==> src/rtl/l1i_pkg.sv <==
// Shared widths, refill geometry and FSM states for the L1I refill path.
package l1i_pkg;

  localparam int defaultAddressWidth   = 64;
  localparam int defaultLineWidth      = 512;
  localparam int defaultBeatWidth      = 256;
  localparam int defaultPidSize        = 20;
  localparam int defaultTidSize        = 16;
  localparam int defaultMissQueueDepth = 2;

  // One refill fetches a 128-byte block: two 64-byte lines in four beats.
  localparam int refillBeats      = 4;
  localparam int blockOffsetWidth = 7;

  typedef enum logic [1:0] {
    IDLE,
    REQ,
    FILL,
    UPDATE
  } refillState_t;

endpackage

==> src/rtl/l1i_miss_queue.sv <==
// Small shift-style FIFO of pending misses {block address, Pid, Tid}
// with a combinational "already queued" match against a probe.
module l1i_miss_queue
  import l1i_pkg::*;
#(
  parameter int addrWidth = defaultAddressWidth,
  parameter int pidSize   = defaultPidSize,
  parameter int tidSize   = defaultTidSize,
  parameter int depth     = defaultMissQueueDepth
) (
  input  logic                 clock,
  input  logic                 resetn,
  input  logic                 push,
  input  logic [addrWidth-1:0] pushAddress,
  input  logic [pidSize-1:0]   pushPid,
  input  logic [tidSize-1:0]   pushTid,
  input  logic                 pop,
  input  logic                 flush,
  output logic [addrWidth-1:0] headAddress,
  output logic [pidSize-1:0]   headPid,
  output logic [tidSize-1:0]   headTid,
  output logic                 empty,
  output logic                 full,
  input  logic [addrWidth-1:0] matchAddress,
  input  logic [pidSize-1:0]   matchPid,
  output logic                 match
);

  localparam int countWidth = $clog2(depth + 1);
  localparam logic [countWidth-1:0] depthCount = countWidth'(depth);

  logic [addrWidth-1:0]  addrMem [depth];
  logic [pidSize-1:0]    pidMem  [depth];
  logic [tidSize-1:0]    tidMem  [depth];
  logic [countWidth-1:0] count;
  logic [countWidth-1:0] countNext;
  logic [countWidth-1:0] writeIndex;
  logic                  fullReg;

  always_comb begin
    countNext = count;
    if (flush) begin
      countNext = '0;
    end else if (push && !pop) begin
      countNext = count + 1'b1;
    end else if (pop && !push) begin
      countNext = count - 1'b1;
    end
  end

  assign writeIndex = pop ? count - 1'b1 : count;

  always_ff @(posedge clock or negedge resetn) begin
    if (!resetn) begin
      count   <= '0;
      fullReg <= 1'b0;
    end else begin
      count   <= countNext;
      fullReg <= (countNext == depthCount);
    end
  end

  // Entry 0 is always the head; a pop shifts everything down and a
  // simultaneous push lands in the slot freed at the tail.
  always_ff @(posedge clock) begin
    if (pop) begin
      for (int i = 0; i < depth - 1; i++) begin
        addrMem[i] <= addrMem[i+1];
        pidMem[i]  <= pidMem[i+1];
        tidMem[i]  <= tidMem[i+1];
      end
    end
    if (push && !flush) begin
      for (int i = 0; i < depth; i++) begin
        if (i == int'(writeIndex)) begin
          addrMem[i] <= pushAddress;
          pidMem[i]  <= pushPid;
          tidMem[i]  <= pushTid;
        end
      end
    end
  end

  always_comb begin
    match = 1'b0;
    for (int i = 0; i < depth; i++) begin
      if (i < int'(count) && addrMem[i] == matchAddress && pidMem[i] == matchPid) begin
        match = 1'b1;
      end
    end
  end

  assign headAddress = addrMem[0];
  assign headPid     = pidMem[0];
  assign headTid     = tidMem[0];
  assign empty       = (count == '0);
  assign full        = fullReg;

endmodule

==> src/rtl/l1i_refill_controller.sv <==
// L1I refill controller: queues instruction-cache misses, requests 128-byte
// blocks from memory and writes both 64-byte lines back in one update.
module l1i_refill_controller
  import l1i_pkg::*;
#(
  parameter int fetchingAddressWidth = defaultAddressWidth,
  parameter int cacheLineWidth       = defaultLineWidth,
  parameter int memBeatWidth         = defaultBeatWidth,
  parameter int PidSize              = defaultPidSize,
  parameter int TidSize              = defaultTidSize,
  parameter int missQueueDepth       = defaultMissQueueDepth
) (
  input  logic                            clock_i,
  input  logic                            resetn_i,
  input  logic                            cacheMiss_i,
  input  logic [fetchingAddressWidth-1:0] missedAddress_i,
  input  logic [PidSize-1:0]              missedPid_i,
  input  logic [TidSize-1:0]              missedTid_i,
  input  logic                            flush_i,
  output logic                            memReqValid_o,
  input  logic                            memReqReady_i,
  output logic [fetchingAddressWidth-1:0] memReqAddress_o,
  input  logic                            memRespValid_i,
  input  logic [memBeatWidth-1:0]         memRespData_i,
  input  logic                            memRespError_i,
  output logic                            cacheUpdate_o,
  output logic [fetchingAddressWidth-1:0] cacheUpdateAddress_o,
  output logic [cacheLineWidth-1:0]       cacheUpdateLine1_o,
  output logic [cacheLineWidth-1:0]       cacheUpdateLine2_o,
  output logic [PidSize-1:0]              cacheUpdatePid_o,
  output logic [TidSize-1:0]              cacheUpdateTid_o,
  output logic                            missQueueFull_o,
  output logic                            refillError_o,
  output logic                            busy_o
);

  localparam int bufferWidth    = refillBeats * memBeatWidth;
  localparam int beatCountWidth = $clog2(refillBeats);
  localparam logic [fetchingAddressWidth-1:0] blockMask =
    ~fetchingAddressWidth'((1 << blockOffsetWidth) - 1);

  refillState_t state, stateNext;

  logic [fetchingAddressWidth-1:0] blockAddress;
  logic [fetchingAddressWidth-1:0] headAddress;
  logic [PidSize-1:0]              headPid;
  logic [TidSize-1:0]              headTid;
  logic                            queueEmpty;
  logic                            queueFull;
  logic                            queueMatch;
  logic                            inflightMatch;
  logic                            pushMiss;
  logic                            popHead;
  logic                            lastBeat;

  logic [fetchingAddressWidth-1:0] inflightAddress;
  logic [PidSize-1:0]              inflightPid;
  logic [TidSize-1:0]              inflightTid;
  logic [bufferWidth-1:0]          refillBuffer;
  logic [beatCountWidth-1:0]       beatCount;
  logic                            errorFlag;

  assign blockAddress  = missedAddress_i & blockMask;
  assign inflightMatch = (state != IDLE) && (inflightAddress == blockAddress)
                         && (inflightPid == missedPid_i);
  assign pushMiss      = cacheMiss_i && !flush_i && !queueMatch && !inflightMatch
                         && (!queueFull || popHead);
  assign lastBeat      = (beatCount == beatCountWidth'(refillBeats - 1));

  l1i_miss_queue #(
    .addrWidth (fetchingAddressWidth),
    .pidSize   (PidSize),
    .tidSize   (TidSize),
    .depth     (missQueueDepth)
  ) missQueue (
    .clock        (clock_i),
    .resetn       (resetn_i),
    .push         (pushMiss),
    .pushAddress  (blockAddress),
    .pushPid      (missedPid_i),
    .pushTid      (missedTid_i),
    .pop          (popHead),
    .flush        (flush_i),
    .headAddress  (headAddress),
    .headPid      (headPid),
    .headTid      (headTid),
    .empty        (queueEmpty),
    .full         (queueFull),
    .matchAddress (blockAddress),
    .matchPid     (missedPid_i),
    .match        (queueMatch)
  );

  always_ff @(posedge clock_i or negedge resetn_i) begin
    if (!resetn_i) begin
      state <= IDLE;
    end else begin
      state <= stateNext;
    end
  end

  // A flush in the same cycle as a pop wins: the head is discarded, not started.
  always_comb begin
    stateNext = state;
    popHead   = 1'b0;
    case (state)
      IDLE: begin
        if (!queueEmpty && !flush_i) begin
          popHead   = 1'b1;
          stateNext = REQ;
        end
      end
      REQ: begin
        if (memReqReady_i) begin
          stateNext = FILL;
        end
      end
      FILL: begin
        if (memRespValid_i && lastBeat) begin
          stateNext = UPDATE;
        end
      end
      UPDATE: begin
        stateNext = IDLE;
      end
      default: begin
        stateNext = IDLE;
      end
    endcase
  end

  // Beats land in order into one double-line buffer; the counter wraps to 0
  // on the last beat, so it is already cleared for the next refill.
  always_ff @(posedge clock_i or negedge resetn_i) begin
    if (!resetn_i) begin
      inflightAddress <= '0;
      inflightPid     <= '0;
      inflightTid     <= '0;
      refillBuffer    <= '0;
      beatCount       <= '0;
      errorFlag       <= 1'b0;
    end else begin
      if (popHead) begin
        inflightAddress <= headAddress;
        inflightPid     <= headPid;
        inflightTid     <= headTid;
        errorFlag       <= 1'b0;
      end
      if (state == FILL && memRespValid_i) begin
        refillBuffer[int'(beatCount) * memBeatWidth +: memBeatWidth] <= memRespData_i;
        beatCount <= beatCount + 1'b1;
        if (memRespError_i) begin
          errorFlag <= 1'b1;
        end
      end
    end
  end

  assign memReqValid_o        = (state == REQ);
  assign memReqAddress_o      = inflightAddress;
  assign cacheUpdate_o        = (state == UPDATE) && !errorFlag;
  assign refillError_o        = (state == UPDATE) && errorFlag;
  assign cacheUpdateAddress_o = inflightAddress;
  assign cacheUpdateLine1_o   = refillBuffer[cacheLineWidth-1:0];
  assign cacheUpdateLine2_o   = refillBuffer[bufferWidth-1:cacheLineWidth];
  assign cacheUpdatePid_o     = inflightPid;
  assign cacheUpdateTid_o     = inflightTid;
  assign missQueueFull_o      = queueFull;
  assign busy_o               = (state != IDLE) || !queueEmpty;

endmodule

==> config.mk <==
export PLATFORM = sky130hd
export DESIGN_NAME = l1i_refill_controller
export DESIGN_NICKNAME = d
export VERILOG_FILES = /design/src/rtl/l1i_pkg.sv /design/src/rtl/l1i_miss_queue.sv /design/src/rtl/l1i_refill_controller.sv
export SDC_FILE = /design/constraint.sdc
export NUM_CORES = 2
export LEC_CHECK = 0
export ABC_AREA = 0
export CAP_MARGIN = 40
export CORE_AREA = 8 8 597 599
export DETAILED_ROUTE_END_ITERATION = 10
export DIE_AREA = 0 0 605 607
export GPL_ROUTABILITY_DRIVEN = 0
export PLACE_DENSITY = 0.39
export SLEW_MARGIN = 10
export SYNTH_ARGS = -nofsm -noshare
export SYNTH_HDL_FRONTEND = slang
export SYNTH_SLANG_ARGS = --single-unit
==> constraint.sdc <==
create_clock -name clock_i -period 12.9 [get_ports clock_i]
set_clock_uncertainty 0.2 [all_clocks]
set_input_delay 2.58 -clock clock_i [delete_from_list [all_inputs] [get_ports clock_i]]
set_output_delay 2.58 -clock clock_i [all_outputs]
set_load 0.03 [all_outputs]
# Word level (Yosys, flattened, before mapping)

Memory sizes are Yosys's and may differ from the RTL's. A register that Yosys moved wholly into a read port is not among the register bits.
Index checks and enable logic that the tools add are counted.

Bits of input ports: 363
Memories: 3
Memory bits (writable): 200
Latch bits: 0
Logic and storage cells: 98
ROM bits: 0
Flip-flop bits (word level): 1116
Output and inout port bits: 1193

Memories:

| memory            | words | width | read ports | clocked after memory_dff | write ports | RTL line             | RTL |
|---|---|---|---|---|---|---|---|
| missQueue.addrMem | 2     | 64    | 2          | 0                        | 2           | l1i_miss_queue.sv:32 | `logic [addrWidth-1:0] addrMem [depth];` |
| missQueue.pidMem  | 2     | 20    | 2          | 0                        | 2           | l1i_miss_queue.sv:33 | `logic [pidSize-1:0] pidMem [depth];` |
| missQueue.tidMem  | 2     | 16    | 2          | 1                        | 2           | l1i_miss_queue.sv:34 | `logic [tidSize-1:0] tidMem [depth];` |

Bitwise logic cells: 3
Muxes and demuxes: 27
Shift operators: 2
Add/sub/neg operators: 4
Divide/modulo/power cells: 0
Order comparisons: 2
Reductions and logical operators: 34
$mul: 0
Equality and inequality tests: 15

Operator list:

| cell                        | count |
|---|---|
| $bwmux 1024                 | 1 |
| $shift 256x33->1024 const A | 1 |
| $shiftx 256x33->1024        | 1 |
| $eq 64x64->1                | 3 |
| $mux 64                     | 1 |
| $eq 20x20->1                | 3 |
| $neg 10->33                 | 1 |
| $mux 20                     | 1 |
| $logic_and 1x1->1           | 18 |
| $mux 16                     | 1 |
| $mux 1                      | 15 |
| $mux 2                      | 7 |
| $logic_not 1->1             | 9 |
| $eq 2x2->1 const B          | 4 |
| $pmux 2 s4                  | 1 |
| $logic_not 2->1             | 3 |
| $add 2x1->2 const B         | 2 |
| $lt 1x2->1 const A          | 2 |
| $ne 2x2->1 const B          | 2 |
| $or 1x1->1                  | 3 |
| $reduce_and 3->1            | 1 |
| $eq 2x1->1 const B          | 1 |
| $eq 2x2->1 const A          | 1 |
| $logic_or 1x1->1            | 2 |
| other kinds (3)             | 3 |

# Depth between registers and ports, before layout

An unclocked memory read counts as a cell.

Depth after elaboration: 16
Mapped depth: 11
Mapped depth without buffers: 9

# Modules after synthesis

Synthesis repeated with hierarchy kept, for this count alone.

Cells, all modules: 3611
Area, all modules: 51343.0 sq um

Modules (own cells, without submodules):

| module                | cells an instance | area each (sq um) | times used | sequential area each (sq um) |
|---|---|---|---|---|
| l1i_refill_controller | 2913              | 41232.0           | 1          | 28252.1 |
| l1i_miss_queue        | 698               | 10110.9           | 1          | 6080.8 |

# Worst setup path before layout

OpenSTA, ideal clock, no wires.

Path type: input port to flip-flop
Start point: input port missedAddress_i[13]
End point: memory missQueue.addrMem[0][10] (netlist name), enable pin
Required time: 12.027 ns
Stages: 7
Setup slack: 2.202 ns
Setup time: 0.673 ns
Buffers on the path: 0
Data arrival time: 9.825 ns
Cells stage by stage: inv_1 o2111ai_1 a2111oi_0 nand4_1 or4_1 nand4_2 o21ai_0

RTL lines:

| what               | RTL line                    | RTL |
|---|---|---|
| start: declaration | l1i_refill_controller.sv:16 | `input logic [fetchingAddressWidth-1:0] missedAddress_i,` |
| end: declaration   | l1i_miss_queue.sv:32        |  |

==> impl_metrics.toml <==
[routing]
wl_per_cell_um = 32.20
vias = 39470
drt-pass1-iter-count = 6
via_per_inst = 4.056
drt-total-wl_um = 313400
drtIter0Drc = 3578
antenna_left = 0
drc = 0

[cts]
clock_latency_ns = 0.85
h-tree-depth = 4
cts-buffers-inserted = 168
post_cts_buffers = 0
hold_buffers = 0
clk_pin_slew_ns = 0.06
cts_root_buffer = "clkbuf_16"
cts_buffer_depth = 4
cts_tree = "done"
cts_num_sinks = 1311
cts_resized = 0

[worst_setup_path]
startpoint_type = "input pin"
crit_required_ns = 13.20
crit_arrival_ns = 6.94
reg2reg_to = "missQueue.addrMem[0][59]"
r2r_cells = 8
r2r-start = "state[0]"
slowest_stage = "or4_1"
slowest_delay_ns = 0.65
rrSetupSlack_ns = 7.97
path_cells = "clkdlybuf4s50_1 > xnor2_1 > nand4_1 > nor4_1 > nand4_1 > or4_1 > nand4_2 > o21ai_4 > buf_4 > buf_4"
cp-end-kind = "flip-flop"
critPathCapture = "missQueue.addrMem[0][59]"
crit_fanout = 40
startpoint = "missedPid_i[15]"
path_class = "in2reg"

[global_routing]
antenna_found_initial = 116
grt_max_degree = 165
grt_usage_pct = 16.13
grt_pass1_vias = 39760
grt_pass1_wl_um = 404700
gr-total-overflow = 0

[pwr]
power_density_nw_per_um2 = 230.1
vdd_drop_max_v = 0.0001488
power_leakage_nw = 31.96

[min_path]
hold_path_class = "reg2reg"

[sta]
fmax_ghz = 0.1506
slew_violations = 0
setup_violations = 0
fin_crit_sh_pct = 51.48
worst_slew_pin_slew_ns = 1.115
maxSlewHeadroom_pct = 25.66
hold_ws_ns = 0.2369
rsz0062_at_grt = "false"
min_period_ns = 6.642
fin_tns_setup_ns = 0
post-route-worst-setup-slack_ns = 6.258
hold_violations = 0

[logic_synthesis]
yosys.area.top_type_share_pct = 56.55
synth_seq_cells = 1311
synthArstFlopShare_pct = 85.81
ys.flop_type = "dfrtp_1"
ys_warn_count = 0
synth_area_leaders = "dfrtp_1 57%, a22o_1 18%, edfxtp_1 11%"
syn_area_um2 = 49780
synth_edf_count = 186
syn_area_per_cell_um2 = 14.23
synth_top_area_cell = "dfrtp_1"
yosys.cell_types.count = 45
ys_seq_area_share_pct = 67.77
syn_inst = 3498

[floorplanning]
core-area_um2 = 347300
initial_core_util_pct = 14.33
die_y_um = 607
dieArea_um2 = 367200
io_pins = 1556
die_x_um = 605
rows = 217

[placed_design]
post-place-ws_ns = 5.473
dpl_cell_area_um2 = 70670
dpl.hpwl_um = 241300
numPortBuffers = 1534

[final_layout]
fill_cells = 36880
drive_above_1_share_pct = 8.788
syn_to_final_growth_pct = 53.30
final_nets = 5351
fin_area_um2 = 76310

[outcome]
outcome = "complete, no violations"

[run]
max_cap_violations = 0
## report_power, final
group	total (mW)	switching [mW]	internal, mW	leakage [nW]
registers	6.08	0.848	5.23	17.0
clock network	4.81	2.06	2.76	2.71
logic	6.67	4.06	2.61	12.2
## worst min path at each step
stage | cells after the start | endpoint | start
2_1_floorplan | 2 | cacheUpdateTid_o[0] | missQueue.tidMem[0][0]
6_report | 2 | cacheUpdateTid_o[15] | missQueue.tidMem[0][15]
4_1_cts | 2 | cacheUpdateTid_o[14] | missQueue.tidMem[0][14]
3_5_place_dp | 2 | cacheUpdateTid_o[13] | missQueue.tidMem[0][13]
5_1_grt | 2 | cacheUpdateTid_o[0] | missQueue.tidMem[0][0]
3_3_place_gp | 2 | cacheUpdateTid_o[14] | missQueue.tidMem[0][14]
## cells in the mapped netlist, types with 31 or more instances
| cell type | count |
|---|---|
| a22o_1 | 1039 |
| buf_4 | 71 |
| clkbuf_1 | 244 |
| dfrtp_1 | 1125 |
| edfxtp_1 | 186 |
| inv_1 | 95 |
| mux2_4 | 54 |
| nand2_1 | 251 |
| nand4_1 | 31 |
| nor4_1 | 31 |
| o22ai_1 | 42 |
| xnor2_1 | 83 |
| xor2_1 | 49 |
## placed cells by master (no fill, tap or decap), types with 32 or more instances in the layout
cell type,Yosys,routed
clkdlybuf4s50_1,0,1533
o22ai_1,42,42
mux2_4,54,54
nand2_1,251,246
xor2_1,49,49
a22o_1,1039,1039
inv_1,95,95
buf_4,71,53
clkbuf_8,0,33
clkbuf_16,0,168
edfxtp_1,186,186
clkbuf_1,244,35
dfrtp_1,1125,1125
clkinv_2,0,32
xnor2_1,83,83
## stage by stage
step / power, mW / util (%) / instances
after floorplan: 9.325 / - / 3511
after global placement: 12.83 / 20.16 / 9374
after detailed placement: 12.91 / 20.35 / 9403
after CTS: 17.85 / 21.94 / 9705
after global routing: 18.26 / 21.96 / 9714
final: 17.56 / 21.98 / 9732
## state kept, by name, summed over array words and instances, names as in the netlist, 2 cells and up
name	count
beatCount	2
cacheUpdateAddress_o	57
cacheUpdatePid_o	20
cacheUpdateTid_o	16
missQueue.addrMem	114
missQueue.count	2
missQueue.pidMem	40
missQueue.tidMem	32
refillBuffer	1024
state	2
## routing by layer
layer | wire (µm) | vias up | GRT usage (%)
met5 | 357 | - | 0
li1 | - | 16140 | -
met3 | 25850 | 470 | 4.808
met2 | 150100 | 1865 | 26.94
met1 | 125800 | 20950 | 19.96
met4 | 11270 | 54 | 5.013
## worst max-delay path: cells and delay by family
kind / cells / cell delay, ns
xor+xnor: 1 / 0.54
compound gates: 1 / 0.28
simple gates: 5 / 2.05
buf+inv: 3 / 1.42
## cells by family (layout without fill, tap and decap cells)
family | Yosys count | after routing | share of synthesized area (%)
buf+inv | 423 | 2021 | 3.838
flops | 1311 | 1311 | 67.77
fa+ha+maj | 11 | 11 | 0.2765
simple gates | 378 | 378 | 3.456
xor+xnor | 133 | 133 | 2.368
other cells | 1 | 38 | 0.007533
compound gates | 1145 | 1145 | 19.75
mux | 96 | 96 | 2.534
## layout make-up
| type | count | area (µm²) | share of cell area [%] |
|---|---|---|---|
| flip-flops and latches | 1311 | 33740 | 44.21 |
| repair buffers | 1624 | 16610 | 21.77 |
| multi-input cells | 1777 | 14270 | 18.70 |
| well taps | 4599 | 5754 | 7.540 |
| clock buffers | 236 | 4790 | 6.276 |
| clock inverters | 66 | 730.7 | 0.9575 |
| inverters | 95 | 356.6 | 0.4673 |
| diodes | 24 | 60.06 | 0.07870 |
Note: power is estimated with default switching activity, not from simulation.
